===== config.mk =====
export PLATFORM = sky130hd
export DESIGN_NAME = angle_ramp_gen
export DESIGN_NICKNAME = d
export VERILOG_FILES = /design/src/rtl/angle_pkg.sv /design/src/rtl/angle_wrap_step.sv /design/src/rtl/angle_ramp_gen.sv
export SDC_FILE = /design/constraint.sdc
export NUM_CORES = 1
export LEC_CHECK = 0
export ABC_AREA = 1
export BUFFER_PORTS_ARGS = -buffer_cell sky130_fd_sc_hd__buf_2
export CORE_AREA = 3 3 83 85
export DETAILED_ROUTE_END_ITERATION = 7
export DIE_AREA = 0 0 86 88
export GPL_TIMING_DRIVEN = 1
export PLACE_DENSITY = 0.79
export SYNTH_ARGS = -nofsm -noshare
export SYNTH_HDL_FRONTEND = slang
export SYNTH_HIERARCHICAL = 1
export SYNTH_SLANG_ARGS = --single-unit

===== constraint.sdc =====
create_clock -name clock -period 3 [get_ports clock]
set_clock_uncertainty 0.1 [all_clocks]
set_input_delay 0 -clock clock [delete_from_list [all_inputs] [get_ports clock]]
set_output_delay 0 -clock clock [all_outputs]
set_load 0.02 [all_outputs]

===== src/rtl/angle_pkg.sv =====
// Shared angle definitions for the steering ramp path: widths, direction encodings
// and the ramp controller state encoding.
package angle_pkg;

  localparam int unsigned ANGLE_W    = 12;
  localparam int unsigned ANGLE_FULL = 4096;

  localparam logic DIR_CW  = 1'b1;
  localparam logic DIR_CCW = 1'b0;

  typedef logic [ANGLE_W-1:0] angle_t;

  typedef enum logic [2:0] {
    ST_IDLE     = 3'd0,
    ST_LOAD     = 3'd1,
    ST_STEP     = 3'd2,
    ST_WAIT_ACK = 3'd3,
    ST_DONE     = 3'd4
  } ramp_state_e;

endpackage


===== src/rtl/angle_wrap_step.sv =====
// Combinational modular angle step: moves an angle by step counts in the given
// direction with wrap at one full revolution.
module angle_wrap_step
  import angle_pkg::*;
(
  input  logic [ANGLE_W-1:0] angle_i,
  input  logic [ANGLE_W-1:0] step_i,
  input  logic               dir_i,
  output logic [ANGLE_W-1:0] wrapped_c
);

  always_comb begin
    wrapped_c = angle_i;
    unique case (dir_i)
      DIR_CW:  wrapped_c = ANGLE_W'(angle_i + step_i);
      DIR_CCW: wrapped_c = ANGLE_W'(32'(angle_i) + ANGLE_FULL - 32'(step_i));
    endcase
  end

endmodule


===== src/rtl/angle_ramp_gen.sv =====
// Issues a handshaked ramp of intermediate target angles from a start angle towards
// start +/- delta (mod 4096). Optional abort input enabled by defining RAMP_ABORT_EN.
module angle_ramp_gen
  import angle_pkg::*;
#(
  parameter int unsigned STEP_SIZE   = 64,
  parameter int unsigned TIMEOUT_CYC = 1023
) (
  input  logic               clock,
  input  logic               reset_n,
  input  logic               start,
  input  logic [ANGLE_W-1:0] current_angle,
  input  logic [ANGLE_W-1:0] delta_angle,
  input  logic               dir,
  input  logic               target_ack,
`ifdef RAMP_ABORT_EN
  input  logic               abort,
`endif
  output logic [ANGLE_W-1:0] target_angle,
  output logic               target_valid,
  output logic               ramp_busy,
  output logic               ramp_done,
  output logic               ramp_error
);

  localparam int unsigned TMO_W = (TIMEOUT_CYC > 1) ? $clog2(TIMEOUT_CYC + 1) : 1;
  localparam logic [ANGLE_W-1:0] STEP_MAX = ANGLE_W'(STEP_SIZE);
  localparam logic [TMO_W-1:0]   TMO_LAST = TMO_W'(TIMEOUT_CYC - 1);

  ramp_state_e        state_q, state_d;
  logic [ANGLE_W-1:0] target_q, target_d;
  logic [ANGLE_W-1:0] remain_q, remain_d;
  logic               dir_q, dir_d;
  logic               valid_q, valid_d;
  logic               busy_q, busy_d;
  logic               done_q, done_d;
  logic               error_q, error_d;
  logic [TMO_W-1:0]   tmo_q, tmo_d;

  logic [ANGLE_W-1:0] step_c;
  logic [ANGLE_W-1:0] next_angle_c;
  logic               abort_c;

`ifdef RAMP_ABORT_EN
  assign abort_c = abort;
`else
  assign abort_c = 1'b0;
`endif

  assign step_c = (remain_q < STEP_MAX) ? remain_q : STEP_MAX;

  angle_wrap_step u_wrap (
    .angle_i   (target_q),
    .step_i    (step_c),
    .dir_i     (dir_q),
    .wrapped_c (next_angle_c)
  );

  // Next-state and registered-output logic; actions happen on the edge leaving a state.
  always_comb begin
    state_d  = state_q;
    target_d = target_q;
    remain_d = remain_q;
    dir_d    = dir_q;
    valid_d  = valid_q;
    done_d   = 1'b0;
    error_d  = error_q;
    tmo_d    = tmo_q;

    case (state_q)
      ST_IDLE: begin
        if (start) begin
          target_d = current_angle;
          remain_d = delta_angle;
          dir_d    = dir;
          error_d  = 1'b0;
          state_d  = ST_LOAD;
        end
      end
      ST_LOAD: begin
        state_d = (remain_q == '0) ? ST_DONE : ST_STEP;
      end
      ST_STEP: begin
        target_d = next_angle_c;
        remain_d = remain_q - step_c;
        valid_d  = 1'b1;
        tmo_d    = '0;
        state_d  = ST_WAIT_ACK;
      end
      ST_WAIT_ACK: begin
        if (target_ack) begin
          valid_d = 1'b0;
          state_d = (remain_q == '0) ? ST_DONE : ST_STEP;
        end else if (tmo_q == TMO_LAST) begin
          valid_d = 1'b0;
          error_d = 1'b1;
          state_d = ST_IDLE;
        end else begin
          tmo_d = tmo_q + 1'b1;
        end
      end
      ST_DONE: begin
        done_d  = 1'b1;
        state_d = ST_IDLE;
      end
      default: state_d = ST_IDLE;
    endcase

    // Abort wins over ack and timeout; target keeps the last issued value.
    if (abort_c && (state_q != ST_IDLE)) begin
      state_d  = ST_IDLE;
      target_d = target_q;
      remain_d = remain_q;
      valid_d  = 1'b0;
      done_d   = 1'b0;
      error_d  = error_q;
    end

    busy_d = (state_d != ST_IDLE);
  end

  always_ff @(posedge clock or negedge reset_n) begin
    if (!reset_n) begin
      state_q  <= ST_IDLE;
      target_q <= '0;
      remain_q <= '0;
      dir_q    <= 1'b0;
      valid_q  <= 1'b0;
      busy_q   <= 1'b0;
      done_q   <= 1'b0;
      error_q  <= 1'b0;
      tmo_q    <= '0;
    end else begin
      state_q  <= state_d;
      target_q <= target_d;
      remain_q <= remain_d;
      dir_q    <= dir_d;
      valid_q  <= valid_d;
      busy_q   <= busy_d;
      done_q   <= done_d;
      error_q  <= error_d;
      tmo_q    <= tmo_d;
    end
  end

  assign target_angle = target_q;
  assign target_valid = valid_q;
  assign ramp_busy    = busy_q;
  assign ramp_done    = done_q;
  assign ramp_error   = error_q;

endmodule


## Word level (Yosys, flattened, before mapping)

Cells that the tools add are included.

- Register bits after elaboration: 42
- Input port bits: 29
- Output and inout bits: 16
- Word-level logic and storage cells: 59

- $add $sub $neg: 5
- Magnitude comparators: 1
- Equality and inequality tests: 10
- Muxes and demuxes: 22
- Bitwise operators: 1
- Reductions and logical operators: 11

Operator list:

| kind | number |
|---|---|
| 12-bit one-hot mux with 2 select lines | 3 |
| 12-bit 2-to-1 mux | 3 |
| 12-bit subtractor | 2 |
| 10-bit 2-to-1 mux | 2 |
| 10-bit one-hot mux with 2 select lines | 1 |
| 12-bit by 1-bit adder with 12-bit output, second input constant | 1 |
| 12-bit adder | 1 |
| 12-bit logical NOT | 1 |
| 12-bit by 7-bit less-than comparator with 1-bit output, second input constant | 1 |
| 3-bit 2-to-1 mux | 4 |
| 3-bit one-hot mux with 4 select lines | 1 |
| 10-bit by 1-bit adder with 10-bit output, second input constant | 1 |
| 10-bit equality test, second input constant | 1 |
| 2-bit inequality test, second input constant | 4 |
| 3-bit by 2-bit equality test with 1-bit output, second input constant | 2 |
| 1-bit 2-to-1 mux | 6 |
| 2-bit AND reduction | 3 |
| 2-bit nonzero test | 3 |
| 1-bit one-hot mux with 2 select lines | 2 |
| 4-bit AND reduction | 1 |
| 3-bit by 1-bit equality test with 1-bit output, second input constant | 1 |
| 3-bit equality test, second input constant | 1 |
| 3-bit logical NOT | 1 |
| 3-bit inequality test, second input constant | 1 |
| 3 further kinds | 3 |

## Longest topological paths before layout

- Depth after elaboration: 5
- Gate-level depth with buffers: 19
- Mapped depth without buffers: 18

## Hierarchy

The synthesis kept the hierarchy.

Modules (own cells, without submodules):

| module | times used | cells each | area an instance (um2) | sequential area each (um2) |
|---|---|---|---|---|
| angle_ramp_gen | 1 | 296 | 2,333.5 | 1,051.0 |
| angle_wrap_step | 1 | 241 | 1,262.5 | 0.0 |

## Worst setup path before layout

OpenSTA, ideal clock, no wires.

- Kind: reg-to-reg
- From: reg remain_q[7]
- To: reg target_q[6], in the netlist target_angle[6]
- Library setup time: 0.082 ns
- Arrival: 2.324 ns
- Required time: 2.818 ns
- Setup slack: 0.494 ns
- Cell stages (with the launch flop): 16
- Path buffers: 1
- Period minus slack after synthesis: 2.506 ns
- Cells stage by stage: dfrtp_1 nor2_2 nand3_4 clkbuf_1 nor2_1 ha_1 inv_1 fa_1 inv_1 nand3_1 nand3_1 nand2_1 o21ai_1 xor2_1 nand2_1 a31oi_1

- Longest elaborated chain between the ends: 5
- Elaborated cells between the ends (all ways): 6
- Classes of those cells: add/sub (2); order compare (1); mux (3)

RTL lines:

| item | RTL line | text |
|---|---|---|
| start: declaration | angle_ramp_gen.sv:32 | `logic [ANGLE_W-1:0] remain_q, remain_d;` |
| start signal: assignment | angle_ramp_gen.sv:136 | `remain_q <= remain_d;` |
| 12-bit by 7-bit less-than comparator with 1-bit output * | angle_ramp_gen.sv:50 | `assign step_c = (remain_q < STEP_MAX) ? remain_q : STEP_MAX;` |
| 12-bit 2-to-1 mux * | angle_ramp_gen.sv:50 |  |
| via step_c[6] | angle_ramp_gen.sv:40 | `logic [ANGLE_W-1:0] step_c;` |
| 12-bit subtractor or 12-bit adder (tied branches) | angle_wrap_step.sv:16, angle_wrap_step.sv:15 |  |
| 12-bit one-hot mux with 2 select lines * | angle_wrap_step.sv:14 | `unique case (dir_i)` |
| via next_angle_c[6] | angle_ramp_gen.sv:41 | `logic [ANGLE_W-1:0] next_angle_c;` |
| 12-bit one-hot mux with 2 select lines * | angle_ramp_gen.sv:70 | `case (state_q)` |
| end signal: assignment | angle_ramp_gen.sv:135 | `target_q <= target_d;` |
| end: declaration | angle_ramp_gen.sv:31 | `logic [ANGLE_W-1:0] target_q, target_d;` |

Mark *: on every way through the listed nets, which the timed path passes. The rest lies on a longest branch.
A chain may end at the register's enable or synchronous reset.

## Worst setup path after layout

- From: reg remain_q[7]
- To: reg target_q[8], in the netlist target_angle[8]

Same word-level chain as after synthesis.

==> flow_summary.json <==
{
  "outcome": "finished, final reports clean",
  "routed_wl_mm": 8.937,
  "antenna_found_initial": 0,
  "first_pass_iters": 4,
  "grt_pass1_vias": 3407,
  "start_util_pct": 57.29,
  "tightest_slew_ns": 0.9512,
  "postSynth.asyncResetShare_pct": 100.0,
  "routabilityCongestion": 0.9763,
  "slowest_stage": "dfrtp_1",
  "start_kind": "flop",
  "hold_viol_final": 0,
  "max-cap-violations": 0,
  "vdd_ir_drop_max_v": 0.0006725,
  "rsz0062_at_grt": "no",
  "reg2reg_depth": 17,
  "hpwl_mm": 6.588,
  "cts_root_buffer": "clkbuf_8",
  "hp-class": "in2reg",
  "syn_to_final_growth_pct": 18.79,
  "grt.total_usage_pct": 24.93,
  "multi_input_area_sq_um": 2176,
  "swShare_pct": 53.37,
  "min-delay-start": "delta_angle[6]",
  "num_vias": 3640,
  "fmax_mhz": 366.5,
  "drt_iter0_markers": 226,
  "vias_per_cell": 5.268,
  "fp.dieW_um": 86,
  "io_buffers": 44,
  "cp.arrival_ns": 2.85,
  "diodes": 0,
  "drc": 0,
  "place_ws_ns": 0.3023,
  "core_sq_um": 6277,
  "synth_top_cell_by_area": "dfrtp_1",
  "end_kind": "flop",
  "period_needed_ns": 2.729,
  "ys_seq_elements": 42,
  "power_frac_seq_pct": 24.4,
  "r2r-end": "target_angle[8]",
  "synth_common_cells": "160 x nand2_1, 70 x inv_1, 53 x nor2_1",
  "synth_warnings": 6,
  "yosysUniqueCellTypes": 41,
  "cts-buffers-inserted": 5,
  "power.internal_mw": 1.949,
  "crit_required_ns": 3.13,
  "holdPathStages": 4,
  "period_share_pct": 90.96,
  "postCtsSetupRepairBufs": 0,
  "yosysTopAreaCellShare_pct": 29.23,
  "clockPowerShare_pct": 10.8,
  "fin_nets": 669,
  "synthFlopType": "dfrtp_1",
  "die_height_um": 88,
  "num_io_pins": 45,
  "finalSetupViolCount": 0,
  "worstHoldEndpoint": "remain_q[6]",
  "synth_area_leaders": "dfrtp_1 29%, nand2_1 17%, ha_1 8.7%",
  "grt_max_degree": 43,
  "slew_viol_final": 0,
  "avgSynthCellArea_sq_um": 6.696,
  "worstPathCellList": "nor2_2 > nand3_4 > nor2_1 > ha_1 > inv_1 > fa_1 > inv_1 > nand2_1 > nand3_1 > nand3b_1 > nand2_1 > nand2_1 > nand2_1 > nand2_1 > nand2_1 > nand2_1 > a31oi_1",
  "h-tree-depth": 2,
  "dieArea_sq_um": 7568,
  "relSlewSlack_pct": 36.59,
  "final.fill_count": 520,
  "num_rows": 29,
  "reg2reg_from": "remain_q[7]",
  "synth-seq-area-share_pct": 29.23,
  "power_density_nw_per_um2": 978.7,
  "critPathMaxStageDelay_ns": 0.44,
  "rrSetupSlack_ns": 0.27,
  "combPwrFrac_pct": 64.8,
  "cts.sinks": 42,
  "drive_gt1_share_pct": 14.82,
  "path_clk_slew_ns": 0.09,
  "synth.most_common_cell": "nand2_1",
  "power.switching_mw": 2.231,
  "synthCells": 537,
  "gr-total-overflow": 0,
  "p_leak_nw": 2.204,
  "cts_tree": "yes",
  "crit_path_frequent_cell": "nand2_1",
  "grt_pass1_wl_mm": 15.14,
  "synth_edf_count": 0,
  "syn_area_sq_um": 3596,
  "timing.final.ws_setup_ns": 0.2713,
  "clock_path_buffers": 2,
  "worstSetupPathType": "reg2reg",
  "setup_tns_ns": 0,
  "cp_max_fo": 18,
  "worstSkewPairLatency_ns": 0.30,
  "power.total_mw": 4.180,
  "ff_latch_area_sq_um": 1051,
  "wl_per_cell_um": 12.93,
  "antenna_left": 0
}
## cell type report
type	instances	share of cell area, %
Clock inverter	3	1.054
Clock buffer	5	1.611
Timing Repair Buffer	73	11.83
Inverter	87	7.704
Tap cell	77	2.255
Multi-Input combinational cell	404	50.94
Sequential cell	42	24.60
## routing by layer
layer / global-route usage [%] / wire length [um]
met2: 44.22 / 4472
met3: 3.293 / 346
met1: 31.59 / 4018
met4: 7.626 / 100
met5: 0 / 0
## through the flow
stage	instances	hold WS (ns)	util, %	area [sq um]
2_1_floorplan	545	-0.3956	-	3626
3_3_place_gp	656	0.09365	61.93	3887
6_report	691	0.01431	68.05	4272
4_1_cts	691	0.01060	68.05	4272
3_5_place_dp	656	0.1082	61.93	3887
5_1_grt	691	0.03225	68.05	4272
## cells in the final DEF (no fill, tap or decap), types with 3 or more instances in the layout
master           n
nand2_2          5
nor3_1           6
inv_1           70
conb_1          10
nor2_2           4
nand4_1         15
xor2_1          11
ha_1            25
o31ai_1          3
nand2_1        160
nor2_4           4
a31oi_1         14
inv_2           16
o211ai_1         3
buf_2           44
dfrtp_1         42
o22ai_1          4
nand3_1         31
o21ai_0          8
nor2_1          53
clkbuf_8         5
a21oi_1         18
dlygate4sd3_1   27
o21ai_1         12
## how the worst max path moves through the flow
stage | from | endpoint | depth (start not counted)
3_5_place_dp | remain_q[7] | target_angle[8] | 17
5_1_grt | remain_q[7] | target_angle[4] | 12
2_1_floorplan | remain_q[7] | target_angle[6] | 15
6_report | remain_q[7] | target_angle[8] | 17
4_1_cts | remain_q[7] | target_angle[8] | 17
3_3_place_gp | remain_q[7] | target_angle[10] | 15
## logic make-up (layout without fill, tap and decap cells)
kind of cell	after synthesis	count (layout)	synth area share [%]
buf+inv	99	168	11.10
simple gates	285	285	34.93
flops	42	42	29.23
compound gates	71	71	12.04
other cells	2	10	0.2088
fa+ha+maj	27	27	9.812
xor+xnor	11	11	2.679
## power by group through the flow
stage | logic [mW] | clock network [mW] | registers (mW)
global placement | 2.57 | 0 | 1.02
CTS | 2.68 | 0.470 | 1.02
global route | 3.06 | 0.488 | 1.06
floorplan | 1.98 | 0 | 1.10
finish | 2.71 | 0.452 | 1.02
detailed placement | 2.63 | 0 | 1.03
## registers in the layout, summed over array words and instances (netlist names)
register,flops
ramp_busy,1
dir_q,1
target_angle,12
target_valid,1
remain_q,12
state_q,3
tmo_q,10
ramp_done,1
ramp_error,1
## worst max-delay path, delay by kind of cell (launching register included)
kind | cells | cell delay (ns)
buf+inv | 2 | 0.18
simple gates | 12 | 1.22
fa+ha+maj | 2 | 0.55
compound gates | 1 | 0.18
flops | 1 | 0.44
## what timing repair did
item,4_1_cts,5_1_grt
hold endpoints to repair,69,0
hold buffers,27,0
gates resized for setup,0,0
Note: power is estimated with default switching activity, not from simulation.
